$ cat config.mk
export PLATFORM = sky130hd
export DESIGN_NAME = mouse_position_tracker_flat
export DESIGN_NICKNAME = d
export VERILOG_FILES = /design/src/rtl/mouse_pkg.sv /design/src/rtl/mouse_position_tracker_if.sv /design/src/rtl/mouse_axis_accum.sv /design/src/rtl/mouse_position_tracker.sv /design/src/flat_wrapper.sv
export SDC_FILE = /design/constraint.sdc
export NUM_CORES = 1
export LEC_CHECK = 0
export BUFFER_PORTS_ARGS = -buffer_cell sky130_fd_sc_hd__buf_2
export CORE_MARGIN = 5
export CORE_UTILIZATION = 55
export DETAILED_ROUTE_END_ITERATION = 10
export GPL_TIMING_DRIVEN = 1
export PLACE_DENSITY_LB_ADDON = 0.2
export SLEW_MARGIN = 5
export SYNTH_ARGS = -nofsm -noshare
export SYNTH_HDL_FRONTEND = slang
export SYNTH_HIERARCHICAL = 1
export SYNTH_SLANG_ARGS = --single-unit
$ cat constraint.sdc
create_clock -name clk -period 3 [get_ports clk]
set_input_delay 0.6 -clock clk [delete_from_list [all_inputs] [get_ports clk]]
set_output_delay 0.6 -clock clk [all_outputs]
set_load 0.02 [all_outputs]
$ cat src/rtl/mouse_pkg.sv
// Shared definitions for the PS/2 mouse position tracker: packet FSM
// encoding, byte0 bit positions and default screen bounds.
package mouse_pkg;

  typedef enum logic [1:0] {
    B0 = 2'd0,
    B1 = 2'd1,
    B2 = 2'd2
  } state_t;

  // Byte0 field positions
  localparam int BIT_L    = 0;
  localparam int BIT_R    = 1;
  localparam int BIT_M    = 2;
  localparam int BIT_SYNC = 3;
  localparam int BIT_XS   = 4;
  localparam int BIT_YS   = 5;
  localparam int BIT_XO   = 6;
  localparam int BIT_YO   = 7;

  // Default screen bounds
  localparam int X_MAX_DEF = 1023;
  localparam int Y_MAX_DEF = 767;

  // Coordinate and accumulator widths
  localparam int POS_W = 12;
  localparam int ACC_W = 13;

endpackage

$ cat src/rtl/mouse_position_tracker_if.sv
// Byte stream from the PS/2 receiver into the position tracker.
interface mouse_position_tracker_if;
  logic [7:0] rx_data;
  logic       rx_valid;

  modport master (output rx_data, output rx_valid);
  modport slave  (input  rx_data, input  rx_valid);
endinterface

$ cat src/rtl/mouse_axis_accum.sv
// One cursor axis: adds a signed 9-bit PS/2 delta to the current position
// in 13-bit signed arithmetic and clamps the result to 0..MAX.
module mouse_axis_accum
  import mouse_pkg::*;
#(
  parameter int MAX  = X_MAX_DEF,
  parameter int INIT = 0
) (
  input  logic                    clk,
  input  logic                    rst_n,
  input  logic signed [8:0]       delta,
  input  logic                    ovf,
  input  logic                    inv,
  input  logic                    apply,
  output logic        [POS_W-1:0] pos
);

  localparam logic signed [ACC_W-1:0] MAX_S = ACC_W'(MAX);

  // Saturate a signed sum into the legal coordinate range.
  function automatic logic [POS_W-1:0] clamp(input logic signed [ACC_W-1:0] v);
    if (v[ACC_W-1])
      return '0;
    else if (v > MAX_S)
      return POS_W'(MAX);
    else
      return v[POS_W-1:0];
  endfunction

  logic signed [ACC_W-1:0] d_ext;
  logic signed [ACC_W-1:0] pos_ext;
  logic signed [ACC_W-1:0] sum;

  // Sign-extend the delta (zero on overflow) and add or subtract it.
  always_comb begin
    d_ext   = ovf ? '0 : {{(ACC_W-9){delta[8]}}, delta};
    pos_ext = {1'b0, pos};
    sum     = inv ? (pos_ext - d_ext) : (pos_ext + d_ext);
  end

  // Stage p1: position register takes the clamped sum on apply.
  always_ff @(posedge clk or negedge rst_n) begin
    if (!rst_n)
      pos <= POS_W'(INIT);
    else if (apply)
      pos <= clamp(sum);
  end

endmodule

$ cat src/rtl/mouse_position_tracker.sv
// PS/2 mouse position tracker: assembles 3-byte movement packets, accumulates
// clamped absolute cursor coordinates and button states.
// Optional build macro MOUSE_VSYNC_LATCH_EN: publish outputs only on the
// rising edge of vsync so the drawn cursor never tears mid-frame.
module mouse_position_tracker
  import mouse_pkg::*;
#(
  parameter int X_MAX   = X_MAX_DEF,
  parameter int Y_MAX   = Y_MAX_DEF,
  parameter int X_INIT  = 512,
  parameter int Y_INIT  = 384,
  parameter int TIMEOUT = 100000
) (
  input  logic                         clk,
  input  logic                         rst_n,
  mouse_position_tracker_if.slave      rx,
  input  logic                         vsync,
  output logic [POS_W-1:0]             xpos,
  output logic [POS_W-1:0]             ypos,
  output logic                         left,
  output logic                         right,
  output logic                         middle,
  output logic                         pkt_done,
  output logic                         pkt_err
);

  localparam int              CNT_W  = $clog2(TIMEOUT + 1);
  localparam logic [CNT_W-1:0] TO_CNT = CNT_W'(TIMEOUT);

  state_t             state;
  logic [CNT_W-1:0]   to_cnt;
  logic               timeout_hit;
  logic               take_b0;
  logic               take_b1;
  logic               take_b2;
  logic               drop_b0;

  logic [2:0]         btn_p0;
  logic               sx_p0;
  logic               sy_p0;
  logic               ox_p0;
  logic               oy_p0;
  logic [7:0]         dx_p0;
  logic [7:0]         dy_p0;
  logic               vld_p0;

  logic [2:0]         btn_p1;
  logic [POS_W-1:0]   x_p1;
  logic [POS_W-1:0]   y_p1;

  // Byte decode; a timeout in the same cycle as a byte forces byte0 handling.
  always_comb begin
    timeout_hit = (state != B0) && (to_cnt == TO_CNT);
    take_b0     = 1'b0;
    take_b1     = 1'b0;
    take_b2     = 1'b0;
    drop_b0     = 1'b0;
    if (rx.rx_valid) begin
      if (timeout_hit || state == B0) begin
        if (rx.rx_data[BIT_SYNC])
          take_b0 = 1'b1;
        else
          drop_b0 = 1'b1;
      end else if (state == B1) begin
        take_b1 = 1'b1;
      end else if (state == B2) begin
        take_b2 = 1'b1;
      end
    end
  end

  // Packet FSM, inter-byte timeout counter and error/apply strobes.
  always_ff @(posedge clk or negedge rst_n) begin
    if (!rst_n) begin
      state   <= B0;
      to_cnt  <= '0;
      vld_p0  <= 1'b0;
      pkt_err <= 1'b0;
    end else begin
      vld_p0  <= take_b2;
      pkt_err <= timeout_hit | drop_b0;
      if (rx.rx_valid || timeout_hit)
        to_cnt <= '0;
      else if (state != B0)
        to_cnt <= to_cnt + CNT_W'(1);
      if (take_b0)
        state <= B1;
      else if (take_b1)
        state <= B2;
      else if (take_b2 || timeout_hit)
        state <= B0;
    end
  end

  // Stage p0: capture packet fields as bytes arrive.
  always_ff @(posedge clk) begin
    if (take_b0) begin
      btn_p0 <= {rx.rx_data[BIT_M], rx.rx_data[BIT_R], rx.rx_data[BIT_L]};
      sx_p0  <= rx.rx_data[BIT_XS];
      sy_p0  <= rx.rx_data[BIT_YS];
      ox_p0  <= rx.rx_data[BIT_XO];
      oy_p0  <= rx.rx_data[BIT_YO];
    end
    if (take_b1)
      dx_p0 <= rx.rx_data;
    if (take_b2)
      dy_p0 <= rx.rx_data;
  end

  // Stage p1: accumulate X (PS/2 +x is right).
  mouse_axis_accum #(
    .MAX  (X_MAX),
    .INIT (X_INIT)
  ) u_accum_x (
    .clk   (clk),
    .rst_n (rst_n),
    .delta ({sx_p0, dx_p0}),
    .ovf   (ox_p0),
    .inv   (1'b0),
    .apply (vld_p0),
    .pos   (x_p1)
  );

  // Stage p1: accumulate Y inverted (PS/2 +y is up, screen +y is down).
  mouse_axis_accum #(
    .MAX  (Y_MAX),
    .INIT (Y_INIT)
  ) u_accum_y (
    .clk   (clk),
    .rst_n (rst_n),
    .delta ({sy_p0, dy_p0}),
    .ovf   (oy_p0),
    .inv   (1'b1),
    .apply (vld_p0),
    .pos   (y_p1)
  );

  // Stage p1: button state and packet-applied pulse.
  always_ff @(posedge clk or negedge rst_n) begin
    if (!rst_n) begin
      btn_p1   <= '0;
      pkt_done <= 1'b0;
    end else begin
      pkt_done <= vld_p0;
      if (vld_p0)
        btn_p1 <= btn_p0;
    end
  end

`ifdef MOUSE_VSYNC_LATCH_EN
  logic vsync_q;
  logic frame_edge;

  assign frame_edge = vsync & ~vsync_q;

  // Stage p2: publish internal state only at the start of a frame.
  always_ff @(posedge clk or negedge rst_n) begin
    if (!rst_n) begin
      vsync_q <= 1'b0;
      xpos    <= POS_W'(X_INIT);
      ypos    <= POS_W'(Y_INIT);
      left    <= 1'b0;
      right   <= 1'b0;
      middle  <= 1'b0;
    end else begin
      vsync_q <= vsync;
      if (frame_edge) begin
        xpos   <= x_p1;
        ypos   <= y_p1;
        left   <= btn_p1[0];
        right  <= btn_p1[1];
        middle <= btn_p1[2];
      end
    end
  end
`else
  logic unused_vsync;
  assign unused_vsync = vsync;

  // Stage p2: outputs follow internal state one cycle later.
  always_ff @(posedge clk or negedge rst_n) begin
    if (!rst_n) begin
      xpos   <= POS_W'(X_INIT);
      ypos   <= POS_W'(Y_INIT);
      left   <= 1'b0;
      right  <= 1'b0;
      middle <= 1'b0;
    end else begin
      xpos   <= x_p1;
      ypos   <= y_p1;
      left   <= btn_p1[0];
      right  <= btn_p1[1];
      middle <= btn_p1[2];
    end
  end
`endif

endmodule

$ cat src/flat_wrapper.sv
// flat-port wrapper written by rule: the top's interface ports become plain ports
module mouse_position_tracker_flat import mouse_pkg::*;
#(
  parameter int X_MAX   = X_MAX_DEF,
  parameter int Y_MAX   = Y_MAX_DEF,
  parameter int X_INIT  = 512,
  parameter int Y_INIT  = 384,
  parameter int TIMEOUT = 100000
)
  (clk, rst_n, vsync, xpos, ypos, left, right, middle, pkt_done, pkt_err, rx_rx_data, rx_rx_valid);
  mouse_position_tracker_if rx_i ();
  input  logic clk;
  input  logic rst_n;
  input  logic vsync;
  output logic [POS_W-1:0] xpos;
  output logic [POS_W-1:0] ypos;
  output logic left;
  output logic right;
  output logic middle;
  output logic pkt_done;
  output logic pkt_err;
  input wire logic [$bits(rx_i.rx_data)-1:0] rx_rx_data;
  input wire logic [$bits(rx_i.rx_valid)-1:0] rx_rx_valid;
  assign rx_i.rx_data = rx_rx_data;
  assign rx_i.rx_valid = rx_rx_valid;
  mouse_position_tracker #(.X_MAX(X_MAX), .Y_MAX(Y_MAX), .X_INIT(X_INIT), .Y_INIT(Y_INIT), .TIMEOUT(TIMEOUT)) u_core (.clk(clk), .rst_n(rst_n), .rx(rx_i), .vsync(vsync), .xpos(xpos), .ypos(ypos), .left(left), .right(right), .middle(middle), .pkt_done(pkt_done), .pkt_err(pkt_err));
endmodule
* Word-level counts from Yosys, hierarchy flattened
Index checks and enable logic that the tools add are counted.
** Operators by class
- Add/subtract/negate cells :: 3
- Order comparisons :: 2
- Equal/unequal tests :: 3
- Multiplexer cells :: 24
- Bitwise logic cells :: 1
- Reduce and logical (&&, ||, !) cells :: 8
** Operators by type and width (count)
- $mux 12 :: 4
- $mux 17 :: 2
- $gt 13x11->1 const B :: 2
- $mux 13 :: 2
- $add 17x1->17 const B :: 1
- $eq 17x17->1 const B :: 1
- $add 13x13->13 :: 1
- $mux 1 :: 13
- $sub 13x13->13 :: 1
- $mux 2 :: 3
- $reduce_bool 2->1 :: 2
- $logic_or 1x1->1 :: 3
- $reduce_bool 3->1 :: 1
- $eq 2x1->1 const B :: 1
- $eq 2x2->1 const B :: 1
- $logic_not 2->1 :: 1
- $logic_and 1x1->1 :: 1
- $or 1x1->1 :: 1
** Word-level totals
- Flip-flop bits (word level) :: 99
- Input bits :: 12
- Output and inout port bits :: 29
- Logic and storage cells :: 61

* Longest topological paths before layout
- Depth in word-level cells :: 9
- Mapped depth :: 19
- Depth with buffers taken out :: 16

* Hierarchy
The synthesis kept the hierarchy.
** By module, submodules not included
- mouse_position_tracker :: instances 1, cells each 179, area an instance 2712.6 um^2, seq. area each 1995.7 um^2
- mouse_axis_accum (u_core.u_accum_x) :: instances 1, cells each 163, area an instance 1415.1 um^2, seq. area each 301.5 um^2
- mouse_axis_accum (u_core.u_accum_y) :: instances 1, cells each 179, area an instance 1393.8 um^2, seq. area each 302.8 um^2

* Worst setup path before layout
OpenSTA, ideal clock, no wires.
- Path type :: register to register
- Start point :: register u_core.ox_p0
- End point :: register u_core.u_accum_x.pos[0]
- Library setup time :: 0.123 ns
- Data arrival time :: 3.034 ns
- Required time :: 2.877 ns
- Setup slack :: -0.156 ns
- Stages on the path, launching flop included :: 17
- Buffers on the path :: 1
- Period minus slack after synthesis :: 3.156 ns
- Path through :: edfxtp_1 -> clkbuf_1 -> nor2b_1 -> inv_1 -> ha_1 -> o21ai_1 -> nor2_1 -> o21ai_0 -> a21oi_1 -> a21oi_1 -> ha_1 -> o21a_1 -> a211oi_1 -> o21bai_1 -> a41oi_1 -> mux2_2 -> o221a_2
** Between the ends
- Longest elaborated chain between the ends :: 5
** Ends and longest elaborated chain
- start, declared :: line mouse_position_tracker.sv:41 : logic ox_p0;
- start signal, assigned :: line mouse_position_tracker.sv:101 : ox_p0 <= rx.rx_data[BIT_XO];
- $mux 13 (*) :: line mouse_axis_accum.sv:36 : d_ext = ovf ? '0 : {{(ACC_W-9){delta[8]}}, delta};
- $add 13x13->13 (*) :: line mouse_axis_accum.sv:38 : sum = inv ? (pos_ext - d_ext) : (pos_ext + d_ext);
- $gt 13x11->1 :: line mouse_axis_accum.sv:24 : else if (v > MAX_S)
- $mux 12 :: line mouse_axis_accum.sv:24
- $mux 12 (*) :: line mouse_axis_accum.sv:22 : if (v[ACC_W-1])
- end signal, assigned :: line mouse_axis_accum.sv:44 : pos <= POS_W'(INIT);
- end signal, assigned :: line mouse_axis_accum.sv:46 : pos <= clamp(sum);
- end, declared :: line mouse_axis_accum.sv:15 : output logic [POS_W-1:0] pos
Every way passes the cells marked *; elsewhere a longest branch is shown, timed or not.
A chain may end at the register's enable or synchronous reset.

* Worst setup path in the final report
- Start point :: register u_core.ox_p0
- End point :: register u_core.u_accum_x.pos[1]
The elaborated chain is that of the path after synthesis.

==> summary.md <==
| Metric | Value |
|---|---|
| Leakage | `2.80 nW` |
| Aggregate global routing overflow | `0` |
| Hpwl dp | `7960 µm` |
| Root buf cell | `clkbuf_8` |
| DRC viols | `0` |
| Count of boundary I/O pins | `41` |
| Final Hold Fails | `0` |
| Post-synthesis cell area | `0.00552 mm²` |
| Worst-margin pin slew | `1070 ps` |
| PortBufs | `39` |
| FP Rows | `36` |
| Outcome | `complete, but fails checks` |
| Clock sinks | `99` |
| Failing checks | `setup timing` |
| MaxCap Viol Count | `0` |
| First-pass GRT wire length | `19600 µm` |
| DIE HEIGHT | `110 µm` |
| Final max-slew violation count | `0` |
| Ys Warns | `6` |
| Number of antenna violations at the first check in global routing | `0` |
| Antenna diode count | `0` |
| Most common cell after layout, fill and taps aside | `dfrtp_1` |
| Clk_skew | `9.76 ps` |
| Slowest cell on the critical path | `edfxtp_1` |
| Final nets | `646` |
| H-tree depth | `3` |
| Routed wire length | `11500 µm` |
| Post-Syn Area per Cell | `10.6 µm²` |
| Clk_lat worst skew | `380 ps` |
| WL/cell | `15.6 µm` |
| Required time worst endpoint | `3270 ps` |
| Final worst slack | `-85.5 ps` |
| Post-synthesis sequential area ratio | `47.1%` |
| Crit path DAT | `3360 ps` |
| CP cell instances | `nor2b_2 -> inv_1 -> ha_2 -> o21ai_2 -> nor2_1 -> o21ai_1 -> a21oi_1 -> a21oi_1 -> ha_2 -> o21a_1 -> a21oi_2 -> nand2_2 -> nor3_4 -> buf_6 -> o2111ai_4 -> o221a_2` |
| # hold bufs at CTS | `0` |
| Crit Path Class | `reg -> reg` |
| Drt pass-1 iters | `5` |
| Die footprint | `0.0121 mm²` |
| Final RePlAce weighted congestion | `0.901` |
| Slew headroom | `27.9%` |
| Vias per std cell | `5.60` |
| Top FF cell, synth | `dfrtp_1` |
| Final Cycle Share | `103%` |
| Ys async rst share | `76.8%` |
| Minimum clock period | `3090 ps` |
| Number of global-route vias before repair | `4036` |
| Clock-pin slew on the worst setup and hold paths | `90 ps` |
| Most frequent cells in the layout | `dfrtp_1 (70), nor2_1 (44), buf_4 (43), buf_2 (38), nand2_1 (36)` |
| Final std cells w/o fill | `742` |
| Post-synth cell types | `79` |
| Hold Crit Class | `in -> async` |
| Number of DRC markers in iteration 0 | `188` |
| Die W | `110 µm` |
| Pin count of the biggest net entering global routing | `77` |
| P per Cell Area | `939 mW/mm²` |
| Setup violators final | `10` |
| Critical Path Fanout Max | `5` |
| Final ANT Viol Nets | `0` |
| Initial Util | `56.5%` |
| Core Region | `0.00977 mm²` |
| Share of layout cells above drive strength 1 | `27.8%` |
| Clock buffer depth | `2` |
| CP peak stage delay | `430 ps` |
| Total number of vias | `4156` |
| Total track usage | `20.8%` |
| Mapped Cells | `521` |
| Inserted Clock Buffers | `9` |
| CTS tree | `done` |
| CP startpoint kind | `register` |
| Fmax | `0.324 GHz` |
| Setup crit end kind | `register` |
| Synth Register Bits | `99` |
| RSZ-0062 raised after global routing | `yes` |
| Placed insts | `721` |
| Syn-to-layout area delta | `17.6%` |
| Max VDD drop | `0.582 mV` |
| Pre-CTS WS | `-93.2 ps` |
| Post-synth EDFFs | `23` |
==> layout make-up <==
cell class | instances | area, µm²
fillers | 773 | 3280
repair buffers | 83 | 536
multi-input cells | 384 | 2890
well taps | 133 | 166
inverters | 27 | 101
clock buffers | 12 | 156
clock inverters | 4 | 48.8
flip-flops and latches | 99 | 2600
==> Yosys cell counts (all sizes together), types with 3 or more instances <==
cell type | number | area (µm²)
a211oi | 5 | 42.5
nor2b | 20 | 133
o31ai | 5 | 37.5
dfrtp | 70 | 1750
nor4 | 7 | 43.8
o211ai | 4 | 35.0
or2 | 5 | 31.3
nor3 | 13 | 70.1
a21oi | 37 | 204
inv | 27 | 101
nand3 | 11 | 60.1
mux2i | 3 | 30.0
edfxtp | 23 | 691
nand2 | 37 | 139
and4 | 3 | 28.8
a21o | 6 | 45.0
dfstp | 6 | 158
xnor2 | 30 | 263
or3 | 4 | 25.0
o221a | 9 | 101
nand4 | 5 | 43.8
a31oi | 6 | 65.1
buf | 6 | 53.8
nor2 | 44 | 165
ha | 28 | 350
xor2 | 7 | 61.3
o21a | 3 | 22.5
mux2 | 8 | 90.1
o21ai | 20 | 108
clkbuf | 10 | 47.5
o2111ai | 3 | 43.8
a22oi | 9 | 67.6
nand2b | 10 | 62.6
==> layer usage <==
metal	share of wire (%)	vias to the layer above	track usage, %
li1	-	2051	-
met1	46	2010	27.9
met2	48	88	33.6
met3	5.6	7	5.71
met4	0.86	0	5.36
met5	0	-	0
==> final timing paths <==
check	slack, ps	cells after the start	to	startpoint
max	-90	16	u_core/u_accum_x/pos[1]$_DFFE_PN0P_	u_core/ox_p0$_DFFE_PP_
min	370	1	u_core/ypos[2]$_DFF_PN0_	rst_n
max reg2reg	-90	16	u_core/u_accum_x/pos[1]$_DFFE_PN0P_	u_core/ox_p0$_DFFE_PP_
min reg2reg	380	0	u_core/middle$_DFF_PN0_	u_core/btn_p1[2]$_DFFE_PN0P_
max in group asynchronous	2030	1	u_core/to_cnt[4]$_DFFE_PN0P_	rst_n
min in group clk	380	0	u_core/middle$_DFF_PN0_	u_core/btn_p1[2]$_DFFE_PN0P_
==> cells by family (layout without fill, tap and decap cells) <==
family / after synthesis / after routing / synth area share, %
AND/OR/NAND/NOR: 176 / 176 / 17.3
adder cells (fa/ha/maj): 30 / 30 / 7.07
AO/OA/AOI/OAI: 123 / 124 / 16.7
flip-flops: 99 / 99 / 47.1
other: 2 / 6 / 0.136
multiplexers: 11 / 11 / 2.18
XOR/XNOR: 37 / 37 / 5.87
buffers and inverters: 43 / 126 / 3.67
==> state kept, by name (all words and copies together), names as in the netlist <==
register	flops
u_core/u_accum_y/pos	12
u_core/to_cnt	17
u_core/pkt_done	1
u_core/oy_p0	1
u_core/sx_p0	1
u_core/ox_p0	1
u_core/sy_p0	1
u_core/ypos	12
u_core/left	1
u_core/right	1
u_core/u_accum_x/pos	12
u_core/dy_p0	8
u_core/btn_p0	3
u_core/middle	1
u_core/pkt_err	1
u_core/dx_p0	8
u_core/btn_p1	3
u_core/vld_p0	1
u_core/state	2
u_core/xpos	12
==> metrics by stage <==
stage / util [%] / TNS (ps) / hold WS, ps / power, mW / instance area (µm²)
floorplan: - / 0 / 304 / 4.16 / 5570
global placement: 62.7 / -450 / 359 / 4.90 / 6120
detailed placement: 62.7 / -785 / 369 / 5.00 / 6120
CTS: 65.7 / -23.7 / 386 / 6.03 / 6420
global route: 66.4 / -3180 / 395 / 6.59 / 6490
finish: 66.4 / -635 / 371 / 6.10 / 6490
==> power by group <==
part           switching, mW  internal, mW  total [mW]
logic                   1.73          1.46        3.19
registers              0.241          1.79        2.03
clock network          0.450         0.436       0.885
==> critical path: cells and delay by family (launching register included) <==
kind | cells | cell delay (ps)
and+or+nand+nor | 4 | 560
DFF | 1 | 430
buffers and inverters | 2 | 210
AOI/OAI and AO/OA | 8 | 1250
adders and majority gates | 2 | 540
==> timing repair <==
item,in CTS,in global routing
pin swaps,4,16
endpoints found under the setup margin,17,20
gates cloned,1,0
gates resized for setup,11,13
buffers inserted,2,2
Note: power is estimated with default switching activity, not from simulation.
